File: src/rtl/ctl_shot_multi.sv
// rtl/ctl_shot_multi.sv - shot resolution for N ducks: mouse box test or light-gun blank/flash sequence
// Resolves each accepted shot to at most one target (lowest index wins) and tracks per-round ammo.
module ctl_shot_multi #(
  parameter int N_TARGETS       = 2,
  parameter int TARGET_WIDTH    = 64,
  parameter int TARGET_HEIGHT   = 48,
  parameter int SHOTS_PER_ROUND = 3,
  parameter int IDX_W           = (N_TARGETS > 1) ? $clog2(N_TARGETS) : 1
) (
  input  logic                    i_clk,
  input  logic                    i_rst,
  input  logic                    i_new_frame,
  input  logic                    i_round_start,
  input  logic                    i_gun_is_connected,
  input  logic                    i_gun_trigger,
  input  logic                    i_gun_photodetector,
  input  logic                    i_mouse_left,
  input  logic [9:0]              i_mouse_x,
  input  logic [9:0]              i_mouse_y,
  input  logic [N_TARGETS*10-1:0] i_target_x,
  input  logic [N_TARGETS*10-1:0] i_target_y,
  input  logic [N_TARGETS-1:0]    i_target_active,
  output logic                    o_blank_screen,
  output logic                    o_flash_en,
  output logic [IDX_W-1:0]        o_flash_idx,
  output logic                    o_busy,
  output logic                    o_shot_fired,
  output logic                    o_hit,
  output logic                    o_miss,
  output logic [IDX_W-1:0]        o_hit_idx,
  output logic [2:0]              o_shots_left
);

  typedef enum logic [2:0] {S_IDLE, S_M_EVAL, S_G_WAIT, S_G_BLANK, S_G_FLASH, S_RESULT} state_t;

  state_t                  r_state, w_state_nxt;
  logic                    r_trig_s1, r_trig_s2, r_trig_d;
  logic                    r_photo_s1, r_photo_s2, r_photo_seen;
  logic                    r_mouse_d, r_shot_fired, r_res_hit;
  logic [2:0]              r_shots_left;
  logic [IDX_W-1:0]        r_flash_idx, r_hit_idx;
  logic [9:0]              r_mx, r_my;
  logic [N_TARGETS*10-1:0] r_tx, r_ty;
  logic [N_TARGETS-1:0]    r_tact;

  logic                    w_shot_edge, w_accept, w_photo_any;
  logic                    w_m_any, w_first_any, w_next_any;
  logic [IDX_W-1:0]        w_m_idx, w_first_idx, w_next_idx;
  logic                    w_enter_result, w_res_hit, w_flash_load;
  logic [IDX_W-1:0]        w_res_idx, w_flash_nxt;

  // 11-bit compare so a box near the right/bottom edge cannot wrap past 1023
  function automatic logic in_box(input logic [9:0] px, input logic [9:0] py,
                                  input logic [9:0] tx, input logic [9:0] ty);
    logic [10:0] x, y, bx, by;
    x  = {1'b0, px};
    y  = {1'b0, py};
    bx = {1'b0, tx};
    by = {1'b0, ty};
    return (x >= bx) && (x < bx + 11'(TARGET_WIDTH)) &&
           (y >= by) && (y < by + 11'(TARGET_HEIGHT));
  endfunction

  assign w_shot_edge = i_gun_is_connected ? (r_trig_s2 & ~r_trig_d) : (i_mouse_left & ~r_mouse_d);
  assign w_accept    = w_shot_edge && (r_state == S_IDLE) && (r_shots_left != 3'd0) && !i_round_start;
  assign w_photo_any = r_photo_seen | r_photo_s2;

  // Descending scans leave the lowest matching index in each result
  always_comb begin
    w_m_any     = 1'b0;
    w_m_idx     = '0;
    w_first_any = 1'b0;
    w_first_idx = '0;
    w_next_any  = 1'b0;
    w_next_idx  = '0;
    for (int i = N_TARGETS - 1; i >= 0; i--) begin
      if (r_tact[i] && in_box(r_mx, r_my, r_tx[10*i +: 10], r_ty[10*i +: 10])) begin
        w_m_any = 1'b1;
        w_m_idx = IDX_W'(i);
      end
      if (i_target_active[i]) begin
        w_first_any = 1'b1;
        w_first_idx = IDX_W'(i);
      end
      if (i_target_active[i] && (IDX_W'(i) > r_flash_idx)) begin
        w_next_any = 1'b1;
        w_next_idx = IDX_W'(i);
      end
    end
  end

  always_comb begin
    w_state_nxt    = r_state;
    w_enter_result = 1'b0;
    w_res_hit      = 1'b0;
    w_res_idx      = r_hit_idx;
    w_flash_load   = 1'b0;
    w_flash_nxt    = r_flash_idx;
    case (r_state)
      S_IDLE: begin
        if (w_accept) w_state_nxt = i_gun_is_connected ? S_G_WAIT : S_M_EVAL;
      end
      S_M_EVAL: begin
        w_state_nxt    = S_RESULT;
        w_enter_result = 1'b1;
        w_res_hit      = w_m_any;
        w_res_idx      = w_m_idx;
      end
      S_G_WAIT: begin
        if (i_new_frame) w_state_nxt = S_G_BLANK;
      end
      S_G_BLANK: begin
        if (i_new_frame) begin
          if (w_photo_any || !w_first_any) begin
            w_state_nxt    = S_RESULT;
            w_enter_result = 1'b1;
          end else begin
            w_state_nxt  = S_G_FLASH;
            w_flash_load = 1'b1;
            w_flash_nxt  = w_first_idx;
          end
        end
      end
      S_G_FLASH: begin
        if (i_new_frame) begin
          if (w_photo_any) begin
            w_state_nxt    = S_RESULT;
            w_enter_result = 1'b1;
            w_res_hit      = 1'b1;
            w_res_idx      = r_flash_idx;
          end else if (w_next_any) begin
            w_flash_load = 1'b1;
            w_flash_nxt  = w_next_idx;
          end else begin
            w_state_nxt    = S_RESULT;
            w_enter_result = 1'b1;
          end
        end
      end
      S_RESULT: w_state_nxt = S_IDLE;
      default:  w_state_nxt = S_IDLE;
    endcase
  end

  always_ff @(posedge i_clk) begin
    if (i_rst) begin
      r_state      <= S_IDLE;
      r_trig_s1    <= 1'b0;
      r_trig_s2    <= 1'b0;
      r_trig_d     <= 1'b0;
      r_photo_s1   <= 1'b0;
      r_photo_s2   <= 1'b0;
      r_photo_seen <= 1'b0;
      r_mouse_d    <= 1'b0;
      r_shot_fired <= 1'b0;
      r_res_hit    <= 1'b0;
      r_shots_left <= 3'(SHOTS_PER_ROUND);
      r_flash_idx  <= '0;
      r_hit_idx    <= '0;
      r_mx         <= '0;
      r_my         <= '0;
      r_tx         <= '0;
      r_ty         <= '0;
      r_tact       <= '0;
    end else begin
      r_trig_s1    <= i_gun_trigger;
      r_trig_s2    <= r_trig_s1;
      r_trig_d     <= r_trig_s2;
      r_photo_s1   <= i_gun_photodetector;
      r_photo_s2   <= r_photo_s1;
      r_mouse_d    <= i_mouse_left;
      r_state      <= w_state_nxt;
      r_shot_fired <= w_accept;
      if (i_round_start) r_shots_left <= 3'(SHOTS_PER_ROUND);
      else if (w_accept) r_shots_left <= r_shots_left - 3'd1;
      if (w_accept) begin
        r_mx   <= i_mouse_x;
        r_my   <= i_mouse_y;
        r_tx   <= i_target_x;
        r_ty   <= i_target_y;
        r_tact <= i_target_active;
      end
      // Light seen anywhere in the current blank/flash frame; consumed at the frame boundary
      if (i_new_frame) r_photo_seen <= 1'b0;
      else if ((r_state == S_G_BLANK || r_state == S_G_FLASH) && r_photo_s2) r_photo_seen <= 1'b1;
      if (w_flash_load) r_flash_idx <= w_flash_nxt;
      if (w_enter_result) begin
        r_res_hit <= w_res_hit;
        if (w_res_hit) r_hit_idx <= w_res_idx;
      end
    end
  end

  assign o_blank_screen = (r_state == S_G_BLANK);
  assign o_flash_en     = (r_state == S_G_FLASH);
  assign o_flash_idx    = r_flash_idx;
  assign o_busy         = (r_state != S_IDLE);
  assign o_shot_fired   = r_shot_fired;
  assign o_hit          = (r_state == S_RESULT) && r_res_hit;
  assign o_miss         = (r_state == S_RESULT) && !r_res_hit;
  assign o_hit_idx      = r_hit_idx;
  assign o_shots_left   = r_shots_left;

endmodule

File: config.mk
export PLATFORM = sky130hd
export DESIGN_NAME = ctl_shot_multi
export DESIGN_NICKNAME = d
export VERILOG_FILES = /design/src/rtl/ctl_shot_multi.sv
export SDC_FILE = /design/constraint.sdc
export NUM_CORES = 1
export LEC_CHECK = 0
export ABC_AREA = 1
export BUFFER_PORTS_ARGS = -buffer_cell sky130_fd_sc_hd__buf_2
export CAP_MARGIN = 20
export CELL_PAD_IN_SITES_DETAIL_PLACEMENT = 2
export CELL_PAD_IN_SITES_GLOBAL_PLACEMENT = 2
export CORE_ASPECT_RATIO = 0.7
export CORE_MARGIN = 2
export CORE_UTILIZATION = 29
export CTS_CLUSTER_SIZE = 24
export DETAILED_ROUTE_END_ITERATION = 8
export PLACE_DENSITY_LB_ADDON = 0.1
export SLEW_MARGIN = 20
export SYNTH_ARGS = -nofsm -noshare
export SYNTH_HDL_FRONTEND = slang
export SYNTH_SLANG_ARGS = --single-unit
File: constraint.sdc
create_clock -name i_clk -period 1.95 [get_ports i_clk]
set_clock_uncertainty 0.1 [all_clocks]
set_input_delay 0.195 -clock i_clk [delete_from_list [all_inputs] [get_ports i_clk]]
set_output_delay 0.195 -clock i_clk [all_outputs]
set_load 0.02 [all_outputs]
Word-level counts from Yosys, hierarchy flattened
Cells that the tools add are included.
{"block": "totals", "ff_bits": 79, "out_inout_bits": 11}
{"block": "classes", "add_sub_neg": 5, "n_lt_le_gt_ge": 10, "n_eq_ne": 14, "mux": 43, "bitwise": 5, "reduce_logical": 31}
{"op": "$lt 10x11->1", "count": 4}
{"op": "$ge 10x10->1", "count": 4}
{"op": "$mux 1", "count": 30}
{"op": "$add 10x6->11 const B", "count": 2}
{"op": "$add 10x7->11 const B", "count": 2}
{"op": "$mux 3", "count": 6}
{"op": "$logic_and 1x1->1", "count": 16}
{"op": "$pmux 3 s5", "count": 1}
{"op": "$ne 2x2->1 const B", "count": 6}
{"op": "$reduce_and 5->1", "count": 2}
{"op": "$pmux 1 s2", "count": 4}
{"op": "$reduce_and 7->1", "count": 1}
{"op": "$eq 3x2->1 const B", "count": 2}
{"op": "$eq 3x3->1 const B", "count": 2}
{"op": "$reduce_bool 3->1", "count": 2}
{"op": "$ne 2x1->1 const B", "count": 2}
{"op": "$reduce_bool 2->1", "count": 2}
{"op": "$reduce_or 2->1", "count": 2}
{"op": "$eq 3x1->1 const B", "count": 1}
{"op": "$logic_not 1->1", "count": 3}
{"op": "$logic_not 3->1", "count": 1}
{"op": "$ne 3x3->1 const B", "count": 1}
{"op": "$pmux 1 s3", "count": 1}
{"op": "$sub 3x1->3 const B", "count": 1}
{"op": "6 further kinds", "count": 10}

Logic depth before layout (Yosys ltp)
Gate-level depths: netlist (run 1).
{"block": "logic_depth", "word_depth": 10, "depth_mapped": 17, "ltp_nobuf": 17}

Worst setup path after synthesis (run 1)
No wires, ideal clock.
{"block": "synth_path", "kind": "register -> register", "start": "register r_ty[4]", "end": "register r_res_hit", "setup_ns": 0.110, "arrival_ns": 1.875, "required_time_ns": 1.740, "setup_slack_ns": -0.134, "path_stages_with_launch": 18, "path_buffers": 0, "cell_sequence": "dfxtp_1 -> inv_1 -> ha_1 -> inv_1 -> nand3_1 -> xor2_1 -> ha_1 -> a21oi_1 -> o21bai_1 -> nand2_1 -> nand2_1 -> a21oi_1 -> nand2_1 -> nand2_1 -> a21oi_1 -> nand2_1 -> nand2_1 -> inv_1"}
{"block": "synth_between", "elab_chain_cells": 6, "word_cells_on_any_way": 8, "classes_between": "add/sub (1); order compare (2); mux (2); reduce/logical (3)"}
{"element": "from (decl)", "line": "43", "rtl": "logic [N_TARGETS*10-1:0] r_tx, r_ty;"}
{"element": "from (signal assigned)", "line": "180", "rtl": "r_ty <= i_target_y;"}
{"element": "$add 10x6->11 / $ge 10x10->1 (equally long branches)", "line": "61", "rtl": "(y >= by) && (y < by + 11'(TARGET_HEIGHT));"}
{"element": "$lt 10x11->1 / $logic_and 1x1->1 (equally long branches)", "line": "61, 60"}
{"element": "$logic_and 1x1->1 (*)", "line": "61"}
{"element": "$logic_and 1x1->1 (*)", "line": "77", "rtl": "if (r_tact[i] && in_box(r_mx, r_my, r_tx[10*i +: 10], r_ty[10*i +: 10])) begin"}
{"element": "$mux 1 (*)", "line": "77"}
{"element": "$pmux 1 s2 (*)", "line": "99", "rtl": "case (r_state)"}
{"element": "to (signal assigned)", "line": "188", "rtl": "r_res_hit <= w_res_hit;"}
{"element": "to (decl)", "line": "39", "rtl": "logic r_mouse_d, r_shot_fired, r_res_hit;"}
Every way passes the cells marked *; elsewhere a longest branch is shown, timed or not.
A chain may end at the register's enable or synchronous reset.

Final worst setup path (run 1)
{"block": "layout_path", "start": "register r_ty[15]", "end": "register r_hit_idx (netlist: o_hit_idx)"}
{"block": "layout_between", "elab_chain_cells": 8, "word_cells_on_any_way": 12, "classes_between": "add/sub (1); order compare (2); mux (5); reduce/logical (4)"}
{"element": "$add 10x6->11 / $ge 10x10->1 (equally long branches)", "line": "61"}
{"element": "$lt 10x11->1 / $logic_and 1x1->1 (equally long branches)", "line": "61, 60"}
{"element": "$logic_and 1x1->1 (*)", "line": "61"}
{"element": "$logic_and 1x1->1 (*)", "line": "77"}
{"element": "$mux 1 (*)", "line": "77"}
{"element": "$mux 1", "line": "77"}
{"element": "$pmux 1 s2", "line": "99"}
{"element": "$reduce_and 5->1 (no source line)"}
{"element": "to (signal assigned)", "line": "189", "rtl": "if (w_res_hit) r_hit_idx <= w_res_idx;"}
{"element": "to (decl)", "line": "41", "rtl": "logic [IDX_W-1:0] r_flash_idx, r_hit_idx;"}
Marks and branches as above.

==> results by group, run 1 <==
Status
  – Status: finished, violations left
  – Failing checks: setup timing

Worst setup path
  – Reg-to-Reg Start: r_ty[15]
  – Crit. End Element: flip-flop
  – WS Path Type: reg -> reg
  – CP Launch Type: flip-flop
  – CP Data Required Time: 2.14 ns
  – Worst Path Arrival: 2.47 ns
  – Worst Reg2Reg Path Length in Cells: 15
  – FF-to-FF End: o_hit_idx
  – Highest net fanout along the worst path: 3
  – R2R setup slack: -0.34 ns

Clock network
  – H-Tree Level Count: 3
  – CTS Buffer Depth: 2
  – CTS tree: yes
  – Clk_lat worst skew: 0.35 ns
  – Clock transition at path regs: 0.06 ns
  – CTS Sinks: 79
  – Total CTS buffers: 9
  – CTS Root Buffer Type: clkbuf_16

Drt
  – Drt first-iter violations: 164
  – Post-route ant nets: 0
  – Total Routed Length: 17200 µm
  – Wirelength per Cell: 16.5 µm
  – Vias/cell: 4.76
  – Vias: 4988
  – Initial DRT Pass Iterations: 4
  – Remaining DRCs: 0

GRT
  – Total global routing overflow: 0
  – First-pass GRT wire length: 28500 µm
  – Met2 global-route usage: 0.339
  – Met3 usage: 0.0458
  – GR Util met1: 0.265
  – Initial antenna violation count: 0
  – Largest net degree at the start of global routing: 47
  – Global route hottest layer: met2
  – Vias in the first global route: 5531
  – Gr usage total: 0.200

Floorplan
  – Die Y: 113 µm
  – Initial Utilization: 0.299
  – Die ar.: 0.0181 mm²
  – Row count: 39
  – Ports: 81
  – Core area: 0.0165 mm²
  – DIE WIDTH: 160 µm

Logic synthesis
  – Most frequently used flop master after synthesis: dfxtp_1
  – Syn_nets: 824
  – Unique cell type count in the Yosys netlist: 34
  – Post-synth top area share: 0.321
  – Dominant cells by area after synthesis: dfxtp_1, ha_1, nand2_1
  – Largest area contributor in the netlist: dfxtp_1
  – Mapped Area: 0.00493 mm²
  – Register area share after synthesis: 0.321
  – Top-count cell post-synth: nand2_1
  – Syn avg cell area: 7.17 µm²
  – Synth warn: 0
  – EDFF count, synth: 0
  – Post-synthesis async set-or-reset flop share: 0
  – Commonest cells post-synth: nand2_1, inv_1, a21oi_1
  – Register bit total from synthesis: 79
  – Synth Instances: 688

Timing
  – Fin crit share: 1.17
  – Worst relative slew slack: 0.685
  – Slew @ Worst Pin: 0.473 ns
  – Worst hold slack: 0.00928 ns
  – Setup violators final: 2
  – Minimum clock period: 2.29 ns
  – Max-slew violations: 0
  – Setup TNS: -0.631 ns
  – Fin. Hold Viols: 0
  – RSZ-0062 raised after global routing: true
  – Final worst slack: -0.336 ns
  – Achievable frequency: 437 MHz

Worst hold path
  – Hold Crit Depth: 3
  – Hold Path End: r_mx[0]
  – Tightest Hold Check Type: in -> reg
  – HP Start: i_mouse_x[0]

Placement
  – Port bufs: 80
  – DP Area: 0.00593 mm²
  – Post-DP HPWL: 13500 µm
  – GP Congestion: 0.802
  – Post-place setup slack: -0.429 ns

Cells and area
  – Ant. Diodes: 0
  – Synth-to-Final Area Change: 28.4%
  – Share of cells above drive strength 1: 0.223
  – Final instance area: 0.00633 mm²
  – Final nets: 953

Power
  – Worst VDD drop: 0.000334 V
  – Leak: 3.09 nW
  – Final Power: 5.66 mW
  – PD cells: 894 mW/mm²

Job
  – Maxcap violations: 0
==> worst max path at each step <==
stage,start,slack (ns),to
2_1_floorplan,r_ty[4],-0.07,o_hit_idx
3_3_place_gp,r_ty[14],-0.24,o_hit_idx
3_5_place_dp,r_ty[14],-0.43,o_hit_idx
4_1_cts,r_ty[4],-0.31,r_res_hit
5_1_grt,r_ty[4],-0.51,o_hit_idx
6_report,r_ty[15],-0.34,o_hit_idx
==> timing repair <==
action,in CTS,in global routing
hold buffers,4,0
setup endpoints to repair,3,10
endpoints found under the hold margin,4,0
pin swaps,7,8
gates resized for setup,11,8
buffers inserted,3,1
==> cells by family after synthesis <==
kind of cell,count (synthesis),share of synthesized area
compound gates,156,0.166
xor+xnor,12,0.0213
fa+ha+maj,66,0.167
buf+inv,123,0.107
flops,79,0.321
simple gates,252,0.218
==> placed cells by master (no fill, tap or decap), types with 4 or more instances in the layout <==
cell type	count
dfxtp_2	4
dfxtp_1	75
nand2_1	130
a21oi_2	5
buf_2	80
clkbuf_16	9
ha_1	64
inv_1	94
nor3_1	7
o21ai_1	25
inv_2	5
dlygate4sd3_1	4
buf_4	53
nand2_2	4
o21ai_0	23
nor2_1	50
xor2_1	9
nand3_1	47
a21oi_1	88
==> layer usage <==
metal,up-vias,part of all wire
met5,-,0
met4,0,0.0057
met3,5,0.031
met2,55,0.46
met1,2418,0.51
li1,2510,-
==> worst max-delay path, cell delays in order, from the launching register on <==
cell     delay (ns)
dfxtp_1        0.30
inv_1          0.10
ha_4           0.19
nor2_2         0.10
xor2_1         0.19
ha_1           0.27
a21o_1         0.18
nand3_1        0.08
nand2_1        0.07
nor2_2         0.11
nand3_2        0.11
nand2_2        0.11
nand2_1        0.06
nand3_1        0.08
nand2_1        0.05
nor2_1         0.09
==> registers in the layout, indices dropped and copies added (netlist names) <==
| signal | count |
|---|---|
| r_photo_seen | 1 |
| o_shot_fired | 1 |
| r_trig_s1 | 1 |
| r_tact | 2 |
| r_mouse_d | 1 |
| r_mx | 10 |
| r_trig_d | 1 |
| r_res_hit | 1 |
| r_state | 3 |
| o_shots_left | 3 |
| r_my | 10 |
| o_flash_idx | 1 |
| r_ty | 20 |
| o_hit_idx | 1 |
| r_tx | 20 |
| r_photo_s1 | 1 |
| r_photo_s2 | 1 |
| r_trig_s2 | 1 |
==> cell type report <==
type | count | area, µm²
clock buffer | 11 | 243
clock inverter | 5 | 33.8
fill | 1994 | 10200
inverter | 100 | 378
multi-input combinational | 486 | 2900
sequential | 79 | 1590
tap | 225 | 282
timing repair buffer | 141 | 910
==> through the flow <==
stage,utilization,instances
2_1_floorplan,-,688
3_3_place_gp,0.360,1023
3_5_place_dp,0.360,1023
4_1_cts,0.382,1046
5_1_grt,0.384,1047
6_report,0.384,1047
==> where the power goes <==
part / switching [mW] / total [mW] / internal, mW
combinational: 1.25 / 2.08 / 0.835
sequential: 0.137 / 1.93 / 1.79
clock: 0.754 / 1.65 / 0.897
total: 2.14 / 5.66 / 3.52
Note: power is estimated with default switching activity, not from simulation.
==> run 2: changes to the inputs <==
Settings changed: CORE_UTILIZATION 29 to 34, SETUP_SLACK_MARGIN from default to 0.2.
Clock period 1.95 ns to 2.8 ns, I/O delays scaled along.
==> run 2 against run 1 <==
Net effect:
- the flow now finishes without violations
- design area is 8.7% lower
- fmax shrank 4.7%
- final cell count is 8.6% lower
- highest routed layer unchanged
- sequential share of layout area is 2.3 points higher
- critical path type unchanged
==> results by group, run 2 (synthesis gave the netlist of run 1 again) <==
Worst setup path
  – Worst Path Arrival: 2.59 ns
  – R2R setup slack: 0.40 ns
  – CP Launch Type: flip-flop
  – Reg-to-Reg Start: r_ty[4]
  – WS Path Type: reg -> reg
  – FF-to-FF End: o_hit_idx
  – Crit path launch: r_ty[4]
  – CP Data Required Time: 2.99 ns
  – Highest net fanout along the worst path: 4
  – CP Capture Point: o_hit_idx
  – Crit. End Element: flip-flop
  – Worst Reg2Reg Path Length in Cells: 17

Cells and area
  – # fillers: 1724
  – Fin cells: 957
  – Synth-to-Final Area Change: 17.3%
  – Share of cells above drive strength 1: 0.146
  – Final nets: 898
  – Ant. Diodes: 0
  – Most frequent cells in the layout: nand2_1, inv_1, a21oi_1, buf_2, dfxtp_1
  – Largest regs: r_tx: 20 flops, r_ty: 20 flops
  – Most common cell after layout, fill and taps aside: nand2_1

Power
  – Leak: 2.81 nW
  – Final Power: 3.83 mW
  – PD cells: 662 mW/mm²
  – Worst VDD drop: 0.000295 V

Timing
  – RSZ-0062 raised after global routing: false
  – Max-slew violations: 0
  – Achievable frequency: 417 MHz
  – Worst relative slew slack: 0.562
  – Final worst slack: 0.402 ns
  – Setup violators final: 0
  – Fin crit share: 0.856
  – Slew @ Worst Pin: 0.657 ns
  – Setup TNS: 0 ns
  – Minimum clock period: 2.40 ns
  – Fin. Hold Viols: 0

Drt
  – Wirelength per Cell: 16.9 µm
  – Drt first-iter violations: 121
  – Vias/cell: 5.02
  – Total Routed Length: 16100 µm
  – Initial DRT Pass Iterations: 4
  – Vias: 4804
  – Post-route ant nets: 0
  – Remaining DRCs: 0

GRT
  – First-pass GRT wire length: 26700 µm
  – Total global routing overflow: 0
  – Largest net degree at the start of global routing: 59
  – Vias in the first global route: 5241
  – Initial antenna violation count: 0
  – Gr usage total: 0.219

Placement
  – Post-DP HPWL: 12500 µm
  – Port bufs: 80
  – Post-place setup slack: 0.408 ns
  – GP Congestion: 0.824
  – Placed cell count: 941

Floorplan
  – Ports: 81
  – DIE WIDTH: 148 µm
  – Row count: 36
  – Core area: 0.0141 mm²
  – Die Y: 105 µm
  – Die ar.: 0.0155 mm²
  – Initial Utilization: 0.351

Clock network
  – Post-CTS Hold Buffers: 0
  – CTS Buffer Depth: 2
  – CTS tree: yes
  – CTS Root Buffer Type: clkbuf_16
  – H-Tree Level Count: 3
  – Post_cts resized: 0
  – Post-CTS Setup Inserts: 0
  – CTS Sinks: 79
  – Clock transition at path regs: 0.06 ns
  – Total CTS buffers: 9
  – Clk_lat worst skew: 0.34 ns

Worst hold path
  – Tightest Hold Check Type: in -> reg

Job
  – Maxcap violations: 0

Status
  – Status: finished clean
## run 2: cell types whose count changed in the layout (fill, tap and decap cells not counted), sizes merged
cell,delta
buf,-51
dlygate4sd3,-4
bufinv,+1
clkinv,-1
## run 2: report_power, final
group	internal, mW	leakage, nW	total (mW)	switching [mW]
combinational	0.469	2.03	1.28	0.813
sequential	1.24	0.642	1.35	0.109
clock	0.692	0.136	1.19	0.500
total	2.40	2.81	3.83	1.42
## run 2: cell type report
class	instances	area (µm²)	share of cell area
Clock buffer	11	233	0.0402
Clock inverter	5	58.8	0.0102
Inverter	100	375	0.0649
Multi-Input combinational cell	486	2840	0.491
Sequential cell	79	1580	0.273
Tap cell	190	238	0.0411
Timing Repair Buffer	86	458	0.0792
## run 2: through the flow
step,util,hold slack (ns),area [µm²]
2_1_floorplan,-,0.287,4930
3_3_place_gp,0.390,0.290,5480
3_5_place_dp,0.390,0.297,5480
4_1_cts,0.411,0.0279,5770
5_1_grt,0.412,0.0383,5780
6_report,0.412,0.0392,5780
## run 2: worst max-delay path: stages, from the launching register on
cell      delay, ns
dfxtp_1        0.36
inv_1          0.09
ha_1           0.23
inv_1          0.06
nand3_1        0.10
xor2_1         0.17
ha_1           0.29
a21oi_1        0.14
o21bai_1       0.08
nand2_1        0.06
nand2_1        0.05
a21oi_1        0.11
nand2_1        0.09
nand2_2        0.09
nand2_1        0.05
nand3_1        0.09
nand2_1        0.05
nor2_1         0.11
## run 2: worst min-delay path by stage
stage	startpoint	end	slack, ns	cells after the start
3_5_place_dp	r_trig_s1	r_trig_s2	0.30	2
3_3_place_gp	r_trig_s1	r_trig_s2	0.29	2
6_report	i_gun_photodetector	r_photo_s1	0.04	3
4_1_cts	i_gun_photodetector	r_photo_s1	0.03	3
2_1_floorplan	i_gun_photodetector	r_photo_s1	0.29	2
5_1_grt	i_gun_photodetector	r_photo_s1	0.04	3
## run 2: metal layers
metal | vias to the layer above | GRT usage | wire length [µm] | part of all wire
li1 | 2403 | - | - | -
met1 | 2303 | 0.283 | 7850 | 0.49
met2 | 76 | 0.367 | 7450 | 0.46
met3 | 22 | 0.0476 | 569 | 0.035
met4 | 0 | 0.0619 | 275 | 0.017
met5 | - | 0 | 0 | 0
